[src/rtl/mux_n_rr_if.sv]
// Stream bundle for mux_n_rr: N producer lanes in, one consumer stream out.
interface mux_n_rr_if #(
    parameter int unsigned N     = 4,
    parameter int unsigned WIDTH = 8,
    parameter int unsigned SELW  = $clog2(N)
);
    logic                 mode;
    logic [SELW-1:0]      sel;
    logic [N*WIDTH-1:0]   in_data;
    logic [N-1:0]         in_valid;
    logic [N-1:0]         in_ready;
    logic [WIDTH-1:0]     out_data;
    logic                 out_valid;
    logic                 out_ready;
    logic [SELW-1:0]      out_ch;

    // Environment side: drives producers' data/valid and the consumer's ready
    modport master (
        output mode, sel, in_data, in_valid, out_ready,
        input  in_ready, out_data, out_valid, out_ch
    );

    // Mux side
    modport slave (
        input  mode, sel, in_data, in_valid, out_ready,
        output in_ready, out_data, out_valid, out_ch
    );
endinterface

[src/rtl/mux_n_rr.sv]
// N-channel stream mux with registered output, fixed or round-robin selection.
module mux_n_rr #(
    parameter int unsigned N     = 4,
    parameter int unsigned WIDTH = 8,
    parameter int unsigned SELW  = $clog2(N)
) (
    input  logic      clk,
    input  logic      rst_n,
    mux_n_rr_if.slave bus
);
    logic [WIDTH-1:0] lane [N];

    logic [SELW-1:0]  ptr_q, ptr_d;
    logic [WIDTH-1:0] out_data_q, out_data_d;
    logic             out_valid_q, out_valid_d;
    logic [SELW-1:0]  out_ch_q, out_ch_d;

    logic             load_en_c;
    logic             hit_c;
    logic             gnt_c;
    logic [SELW-1:0]  cand_c;
    logic             rr_hit_c;
    logic [SELW-1:0]  rr_cand_c;
    logic [N-1:0]     in_ready_c;

    // Unpack the flat data bus into per-channel lanes
    for (genvar g = 0; g < N; g++) begin : g_lane
        assign lane[g] = bus.in_data[g*WIDTH +: WIDTH];
    end

    // Round-robin scan: first valid channel starting at ptr, wrapping modulo N
    always_comb begin
        rr_hit_c  = 1'b0;
        rr_cand_c = '0;
        for (int unsigned k = 0; k < N; k++) begin
            if (!rr_hit_c && bus.in_valid[SELW'((32'(ptr_q) + k) % N)]) begin
                rr_hit_c  = 1'b1;
                rr_cand_c = SELW'((32'(ptr_q) + k) % N);
            end
        end
    end

    // Candidate choice and grant; ready is suppressed while in reset
    always_comb begin
        load_en_c = !out_valid_q || bus.out_ready;
        if (bus.mode) begin
            cand_c = rr_cand_c;
            hit_c  = rr_hit_c;
        end else begin
            cand_c = bus.sel;
            hit_c  = (32'(bus.sel) < N) && bus.in_valid[bus.sel];
        end
        gnt_c = rst_n && load_en_c && hit_c;
        for (int unsigned i = 0; i < N; i++) begin
            in_ready_c[i] = gnt_c && (cand_c == SELW'(i));
        end
    end

    // Next-state for the output register and round-robin pointer
    always_comb begin
        ptr_d       = ptr_q;
        out_data_d  = out_data_q;
        out_valid_d = out_valid_q;
        out_ch_d    = out_ch_q;
        if (gnt_c) begin
            out_data_d  = lane[cand_c];
            out_ch_d    = cand_c;
            out_valid_d = 1'b1;
            if (bus.mode) begin
                ptr_d = (cand_c == SELW'(N - 1)) ? '0 : cand_c + SELW'(1);
            end
        end else if (load_en_c) begin
            out_valid_d = 1'b0;
        end
    end

    // State registers
    always_ff @(posedge clk or negedge rst_n) begin
        if (!rst_n) begin
            ptr_q       <= '0;
            out_data_q  <= '0;
            out_valid_q <= 1'b0;
            out_ch_q    <= '0;
        end else begin
            ptr_q       <= ptr_d;
            out_data_q  <= out_data_d;
            out_valid_q <= out_valid_d;
            out_ch_q    <= out_ch_d;
        end
    end

    assign bus.in_ready  = in_ready_c;
    assign bus.out_data  = out_data_q;
    assign bus.out_valid = out_valid_q;
    assign bus.out_ch    = out_ch_q;
endmodule
[src/flat_wrapper.sv]
// flat-port wrapper written by rule: the top's interface ports become plain ports
module mux_n_rr_flat 
#(
    parameter int unsigned N     = 4,
    parameter int unsigned WIDTH = 8,
    parameter int unsigned SELW  = $clog2(N)
)
  (clk, rst_n, bus_mode, bus_sel, bus_in_data, bus_in_valid, bus_out_ready, bus_in_ready, bus_out_data, bus_out_valid, bus_out_ch);
  mux_n_rr_if #(.N(N), .WIDTH(WIDTH), .SELW(SELW)) bus_i ();
  input  logic clk;
  input  logic rst_n;
  input wire logic [$bits(bus_i.mode)-1:0] bus_mode;
  input wire logic [$bits(bus_i.sel)-1:0] bus_sel;
  input wire logic [$bits(bus_i.in_data)-1:0] bus_in_data;
  input wire logic [$bits(bus_i.in_valid)-1:0] bus_in_valid;
  input wire logic [$bits(bus_i.out_ready)-1:0] bus_out_ready;
  output wire logic [$bits(bus_i.in_ready)-1:0] bus_in_ready;
  output wire logic [$bits(bus_i.out_data)-1:0] bus_out_data;
  output wire logic [$bits(bus_i.out_valid)-1:0] bus_out_valid;
  output wire logic [$bits(bus_i.out_ch)-1:0] bus_out_ch;
  assign bus_i.mode = bus_mode;
  assign bus_i.sel = bus_sel;
  assign bus_i.in_data = bus_in_data;
  assign bus_i.in_valid = bus_in_valid;
  assign bus_i.out_ready = bus_out_ready;
  assign bus_in_ready = bus_i.in_ready;
  assign bus_out_data = bus_i.out_data;
  assign bus_out_valid = bus_i.out_valid;
  assign bus_out_ch = bus_i.out_ch;
  mux_n_rr #(.N(N), .WIDTH(WIDTH), .SELW(SELW)) u_core (.clk(clk), .rst_n(rst_n), .bus(bus_i));
endmodule
[config.mk]
export PLATFORM = sky130hd
export DESIGN_NAME = mux_n_rr_flat
export DESIGN_NICKNAME = d
export VERILOG_FILES = /design/src/rtl/mux_n_rr_if.sv /design/src/rtl/mux_n_rr.sv /design/src/flat_wrapper.sv
export SDC_FILE = /design/constraint.sdc
export NUM_CORES = 1
export LEC_CHECK = 0
export ABC_AREA = 1
export BUFFER_PORTS_ARGS = -buffer_cell sky130_fd_sc_hd__buf_2
export CORE_MARGIN = 2
export CORE_UTILIZATION = 45
export CTS_CLUSTER_DIAMETER = 30
export CTS_CLUSTER_SIZE = 20
export DETAILED_ROUTE_END_ITERATION = 8
export PLACE_DENSITY = 0.86
export SETUP_SLACK_MARGIN = 0.3
export SLEW_MARGIN = 0
export SYNTH_ARGS = -nofsm -noshare
export SYNTH_HDL_FRONTEND = slang
export SYNTH_SLANG_ARGS = --single-unit
[constraint.sdc]
create_clock -name clk -period 5.53 [get_ports clk]
set_input_delay 0.553 -clock clk [delete_from_list [all_inputs] [get_ports clk]]
set_output_delay 0.553 -clock clk [all_outputs]
set_load 0.03 [all_outputs]
==> results of run 1 <==
==> power by group <==
part	internal (µW)	leakage [µW]	total (µW)	switching [µW]
clock	28.0	0.0000150	62.2	34.2
combinational	172	0.000826	574	401
sequential	140	0.000160	181	41.0
==> stage by stage <==
stage / hold slack [ns] / setup slack [ns] / util [%] / power (µW)
global placement: 0.4604 / 2.739 / 56.99 / 743.5
finish: 0.1557 / 2.349 / 57.94 / 816.6
floorplan: 0.2574 / 2.821 / - / 649.1
global route: 0.1619 / 2.108 / 57.94 / 896.7
detailed placement: 0.4696 / 2.670 / 56.99 / 751.9
CTS: 0.1650 / 2.350 / 57.94 / 815.5
==> cell usage after synthesis <==
cell,count,share of area [%]
sky130_fd_sc_hd__o211ai_1,1,0.57
sky130_fd_sc_hd__nand3b_1,1,0.57
sky130_fd_sc_hd__nand3_2,4,3.0
sky130_fd_sc_hd__nand4_1,4,1.9
sky130_fd_sc_hd__nand2_4,2,1.7
sky130_fd_sc_hd__nand3_1,42,16
sky130_fd_sc_hd__nor2_1,11,3.1
sky130_fd_sc_hd__inv_1,33,9.4
sky130_fd_sc_hd__buf_4,1,0.57
sky130_fd_sc_hd__clkbuf_1,1,0.29
sky130_fd_sc_hd__nand2_1,78,22
sky130_fd_sc_hd__o21ai_0,4,1.5
sky130_fd_sc_hd__nor2_4,2,1.7
sky130_fd_sc_hd__inv_2,4,1.1
sky130_fd_sc_hd__a31oi_1,1,0.48
sky130_fd_sc_hd__dfrtp_1,13,25
sky130_fd_sc_hd__buf_2,1,0.38
sky130_fd_sc_hd__a211oi_1,1,0.57
sky130_fd_sc_hd__nand4_2,1,0.95
sky130_fd_sc_hd__nor3_1,1,0.38
sky130_fd_sc_hd__nand2_2,8,3.8
sky130_fd_sc_hd__o21ai_1,1,0.38
sky130_fd_sc_hd__or2_2,2,0.95
sky130_fd_sc_hd__buf_6,4,3.4
==> worst register-to-register path, cell delays in order (launching register included) <==
cell and delay, ns:
sky130_fd_sc_hd__dfrtp_1 0.60, sky130_fd_sc_hd__inv_2 0.20, sky130_fd_sc_hd__nand2_1 0.12, sky130_fd_sc_hd__nand2_2 0.09
sky130_fd_sc_hd__nand2_1 0.08, sky130_fd_sc_hd__nand2_2 0.09, sky130_fd_sc_hd__nor2_4 0.14, sky130_fd_sc_hd__nand2_1 0.06
sky130_fd_sc_hd__nand2_1 0.05, sky130_fd_sc_hd__nand3b_1 0.11, sky130_fd_sc_hd__nand2_2 0.19, sky130_fd_sc_hd__nor2_4 0.26
sky130_fd_sc_hd__nand3_1 0.11, sky130_fd_sc_hd__nand3_1 0.11
==> sequential cells by signal, indices dropped and copies added (netlist names) <==
| name | flops |
|---|---|
| u_core.bus.out_ch | 2 |
| u_core.bus.out_data | 8 |
| u_core.bus.out_valid | 1 |
| u_core.ptr_q | 2 |
==> per-layer routing <==
layer / GRT usage [%] / share of wire (%)
met5: 0 / 0
met4: 5.316 / 1.2
met3: 4.688 / 8.8
met2: 37.18 / 47
met1: 30.56 / 43
==> kinds of logic after synthesis <==
group                  count (synthesis)  share of synthesized area, %
buffers and inverters                 44                         15.24
AND/OR/NAND/NOR                      156                         56.48
AO/OA/AOI/OAI                          8                         3.524
flip-flops                            13                         24.76
==> path summary, 6_finish.rpt <==
| path | start | end | slack (ns) |
|---|---|---|---|
| setup reg to reg | u_core.ptr_q[0] | u_core.bus.out_data[6] | 3.27 |
| min in group clk | bus_out_ready | u_core.bus.out_valid | 0.47 |
| hold reg to reg | u_core.bus.out_ch[1] | u_core.bus.out_ch[1] | 0.49 |
| max in group asynchronous | rst_n | u_core.bus.out_data[2] | 5.13 |
| hold / removal | rst_n | u_core.bus.out_data[5] | 0.16 |
| setup / recovery | u_core.ptr_q[0] | bus_in_ready[2] | 2.35 |
==> cell type report <==
class,count,area [µm²]
Sequential cell,13,325.3
Fill cell,277,1160
Tap cell,31,38.79
Timing Repair Buffer,56,280.3
Clock buffer,4,26.28
Inverter,37,138.9
Multi-Input combinational cell,164,788.3
==> metrics list, run 1 <==
- The flow ran to the end, and the final reports show no timing, DRC or antenna violations.
* Post-Synthesis Mean Instance Area: 5.945 µm²
- Number of routed nets with antenna violations: 0
- Setup repair after global routing left no endpoint under its margin.
* Maximum number of pins on one net before global-route repair: 19
- Kind of path behind the tightest hold check: input pin to async pin
- In the routed design, unresolved DRC markers number 0.
- In this run the worst path has a maximum fanout of 15.
- CTS built an H-tree with a depth of 1.
- The number of cells on the worst reg-to-reg path is 13.
- The final layout contains routed wiring with a total length of about 3600 µm.
- # hold bufs at CTS: 0
- Width of the die: 58.03 µm
- Via density per instance: 5.118
- For this design, the sink count on the clock tree is 13.
* Total of endpoints with negative setup slack in the final report: 0
- Proportion of layout cells with a drive suffix above 1: 29.93%
- Total standard cell area after synthesis: 1314 µm²
- Counting every instance in the synthesized netlist gives ~220.
* Critical path buffers and inverters: 3
- The initial utilization of the core area, before any placement, comes to between 40% and 50%.
* Placed wire-length estimate: 2805 µm
- The hold violation total from the final report was 0.
- Routed WL per cell: about 12 µm
- Root Driver: sky130_fd_sc_hd__clkbuf_4
- Crit path capture type: output pin
- The floorplan step defined a die boundary enclosing 3367 µm².
* Core area: 2758 µm²
- In this run the count of I/O pins placed on the die edge is 57.
- The number of antenna violations at the first check in global routing was 0.
* Period minus WS final: roughly 3.2 ns
- For the worst setup path, the data required time is 4.98 ns.
- Drt initial violations: 60
- The number of pins exceeding their max-slew limit in the final report was 0.
- Number of unique standard cell types used by synthesis: 24
- Count of synthesis-stage warnings from yosys: 0
* Critical-path top delay cell: sky130_fd_sc_hd__dfrtp_1
* Top achievable clock speed: roughly 310 MHz
- Layout Nets: 317
- Placer Congestion: 0.8974
* Drt first pass iters: 4
- Antenna diode instance count: 0
* Clock insertion delay at the later pin of the skew report: ~0.28 ns
- Post-CTS repair changed the size of 0 cells.
* Cell count after placement: 301
* Worst-case vdd ir drop: 0.3249 mV
- Residual overflow from global routing: 0
- The number of nets handed over by synthesis was 263.
* Die outline height: a little under 60 µm
- Across the run, the number of max-cap violations was 0.
- Commonest cells after routing, fill and taps aside: sky130_fd_sc_hd__nand2_1, sky130_fd_sc_hd__buf_2, sky130_fd_sc_hd__nand3_1
- Flops & latches, synth: 13
* Setup TNS: 0 ns
- Clock-pin slew was measured on the worst setup and hold paths at 0.09 ns.
- Across all layers, the routed design uses 1561 vias.
- Input/output buffers: 56
- Placement Cell Area: 1572 µm²
- Data arrives at the worst endpoint at approximately 2.6 ns.
- Final std cells w/o fill: 305
- TritonCTS built the clock tree.
- For this run, the register share of the synthesized area comes to 24.76%.
* Post-layout instance area: 1598 µm²
- Wire length of the first global-routing pass: 6009 µm
* Floorplan row count: 19
* Actual transition at the worst max-transition pin: 0.4044 ns
* Post CTS Setup Buffer Count: 0
* LEAKAGE: 0.001001 µW
* Worst setup skew after layout: 0.004757 ns
* GRT Resource Usage Total: 22.63%
- Crit path depth: 14
* Vias in the first global route: 1404
* Relative slew margins: 73.04%
* Cell repeated most along the worst path: sky130_fd_sc_hd__nand2_1
- Num CTS Buffers: 3
- Launching element type of the critical path: register
* Max clock buf depth: 2
- Delay contributed by the slowest stage of the critical path: ~0.60 ns
- The library cell used most frequently in the layout, excluding fill and tap cells, is sky130_fd_sc_hd__nand2_1.
- Final cycle utilization of the critical path: 57.53%
* Kind of critical path: register to output pin
- Synth-to-Final Area Change: 21.62%
* CP delay by family, top: simple AND/OR/NAND/NOR gates
- The critical path goes through inv_2 -> nand2_1 -> nand2_2 -> nand2_1 -> nand2_2 -> nor2_4 -> nand2_1 -> nand2_1 -> nand3b_1 -> nand2_2 -> nor2_4 -> inv_1 -> nor2_1 -> buf_2.
- For this design the ratio of total power to cell area is just over 500 nW/µm².
(Power assumes the default switching activity.)
==> run 2, diff against run 1 <==
- clock period: 5.53 -> 3.15 ns (I/O delays scaled with it)
==> run 2 against run 1 <==
Compared with the run above:
- combinational power is 85% higher
- sequential share of layout area is 0.62 points lower
- count of clock-buffer cells in the layout stayed put
- die area stayed put
- largest power group unchanged
- clock skew is 0.0014 ns lower
==> metrics list, run 2 (synthesized netlist as in run 1, its figures left out) <==
* Clock input transition at the sequential cells of the worst setup and hold paths: 0.10 ns
* Final cycle utilization of the critical path: 84.25%
- Number of fillers in the final layout: 275
* Max clock buf depth: 2
* Vias: between 1500 and 2000
* GRT Resource Usage Total: 22.36%
- Floorplan row count: 19
* Required time of the worst setup path: between 2 and 3 ns
- Arrival time of data at the critical path endpoint: 2.34 ns
* Count of final max-slew check failures: 0
- TritonCTS Sinks: 13
- The first TritonRoute pass finished after 4 iterations.
- In the global route stage, met2 resource usage came out at between 30% and 40%.
- Kind of critical path: input pin to output pin
* LEAKAGE: between 0.001 and 0.0015 µW
- Routed WL per cell: 12.03 µm
- TritonCTS created 3 clock buffers.
- Number of routed nets with antenna violations: 0
* Setup TNS: 0 ns
- STA classifies the critical path startpoint as an input pin.
- Cells on Worst Hold Path: 2
- Reg-to-reg critical path endpoint: u_core.ptr_q[0]
- In this run the most critical hold path is launched from bus_out_ready.
- Initial core utilization: 47.64%
* Proportion of layout cells with a drive suffix above 1: 31.18%
- The first routing iteration left between 40 and 50 violations.
- Derived from the worst setup path, the maximum achievable clock frequency is 376.8 MHz.
* Width of the die: 58.03 µm
* Max capacitance violation total: 0
- The worst path needs 2.654 ns of the cycle, external delays included.
- Reg2Reg Depth: 10
- The path class of the tightest hold or removal check is input pin to register.
- Setup repair after global routing left no endpoint under its margin.
- Core area: 2758 µm²
- Initial antenna violation count: 0
- Including well taps, the total number of placed cells is 301.
- The die covers 3367 µm².
- Entering global routing, the biggest net connects 19 pins.
* Endpoints failing hold: 0
- Reg2reg start: u_core.ptr_q[0]
- The worst register-to-register path has a setup slack of 1.06 ns.
- Total of endpoints with negative setup slack in the final report: 0
- DRC: 0
* Largest fanout of any net on the critical path: 18
- Actual transition at the worst max-transition pin: 0.3579 ns
- Final std cells w/o fill: 310
* Worst setup skew after layout: 0.003382 ns
- Placement Cell Area: 1572 µm²
* Worst-case vdd ir drop: 0.5738 mV
- Status: completed
- For this run, global-route usage on met1 was measured as 30.74%.
- In this run the most used layer during global routing was met2.
- Multi-input combinational cell area: 798.3 µm²
* Layout Nets: 322
* Placer Congestion: 0.8745
- Met3 track demand over resource: 3.348%
- Number of ports placed on the die boundary: 57
* Input/output buffers: 56
- Commonest cells after routing, fill and taps aside: sky130_fd_sc_hd__nand2_1, sky130_fd_sc_hd__buf_2, sky130_fd_sc_hd__nand3_1
- TritonCTS clock tree: built
- Synth-to-Final Area Change: 25.91%
* Crit path capture type: output pin
- The tree is rooted in a sky130_fd_sc_hd__clkbuf_4.
* Antenna diode instance count: 0
* Placed wire-length estimate: about 2800 µm
- The path with the worst hold slack has its endpoint at u_core.bus.out_valid.
* H-Tree Depth: 1
- Relative slew margins: 76.05%
- The first global-routing pass estimated 5871 µm of wire.
* Residual overflow from global routing: 0
* Most common cell after layout, fill and taps aside: sky130_fd_sc_hd__nand2_1
- Storage element area: 326.6 µm²
- Power per cell area: 900.7 nW/µm²
- Via density per instance: about 5.1
* Vias in the first global route: between 1000 and 1500
* Wirelength, routed: approximately 3700 µm
- Post-layout instance area: 1654 µm²
- For the worst-skew pair, the clock arrives at the later sink with an insertion delay of between 0.2 and 0.3 ns.
* Number of flip-flops under the largest register name: 8
- Die outline height: 58.03 µm
[run 2: per-layer routing]
layer  vias to the layer above  part of all wire [%]
met4                         0                   1.3
li1                        808                     -
met3                         8                   7.3
met1                       696                    43
met2                        69                    48
met5                         -                     0
[run 2: what timing repair did]
item / 4_1_cts / 5_1_grt
gates cloned: 0 / 0
hold endpoints to repair: 13 / 0
setup endpoints to repair: 2 / 4
setup buffers: 0 / 4
gates resized for setup: 1 / 4
hold buffers: 1 / 0
pin swaps: 0 / 1
[run 2: worst max path at each step]
stage	start	end	slack, ns	cells past startpoint
2_1_floorplan	u_core.ptr_q[0]	bus_in_ready[1]	0.74	11
3_3_place_gp	u_core.ptr_q[0]	bus_in_ready[2]	0.60	14
3_5_place_dp	u_core.ptr_q[0]	bus_in_ready[2]	0.53	14
4_1_cts	u_core.ptr_q[0]	bus_in_ready[2]	0.35	14
5_1_grt	rst_n	bus_in_ready[3]	0.26	9
6_report	rst_n	bus_in_ready[3]	0.50	9
[run 2: area by class of cell]
cell class	count	share of cell area [%]
clock buffers	4	1.588
inverters	37	8.548
repair buffers	61	19.52
multi-input cells	164	48.26
flip-flops and latches	13	19.74
well taps	31	2.345
[run 2: critical path, stage by stage]
cell and delay [ns]:
sky130_fd_sc_hd__dlygate4sd3_1 0.52, sky130_fd_sc_hd__buf_2 0.31, sky130_fd_sc_hd__o211ai_1 0.17, sky130_fd_sc_hd__nor2_1 0.16, sky130_fd_sc_hd__nand2_2 0.24, sky130_fd_sc_hd__inv_2 0.24, sky130_fd_sc_hd__nand2_1 0.10, sky130_fd_sc_hd__nor2_1 0.08
sky130_fd_sc_hd__buf_2 0.20
[run 2: where the power goes]
group | internal (µW) | switching (µW)
sequential | 247 | 64.5
combinational | 333 | 732
clock | 49.1 | 64.5
total | 629 | 861
[run 2: metrics by stage]
step	total power [µW]	hold slack, ns	util (%)	worst slack [ns]
6_report	1490	0.2295	59.98	0.4960
5_1_grt	1633	0.2284	59.98	0.2608
4_1_cts	1437	0.2170	58.35	0.3517
3_5_place_dp	1318	0.2313	56.99	0.5328
3_3_place_gp	1308	0.2273	56.99	0.6027
2_1_floorplan	1139	0.01941	-	0.7379
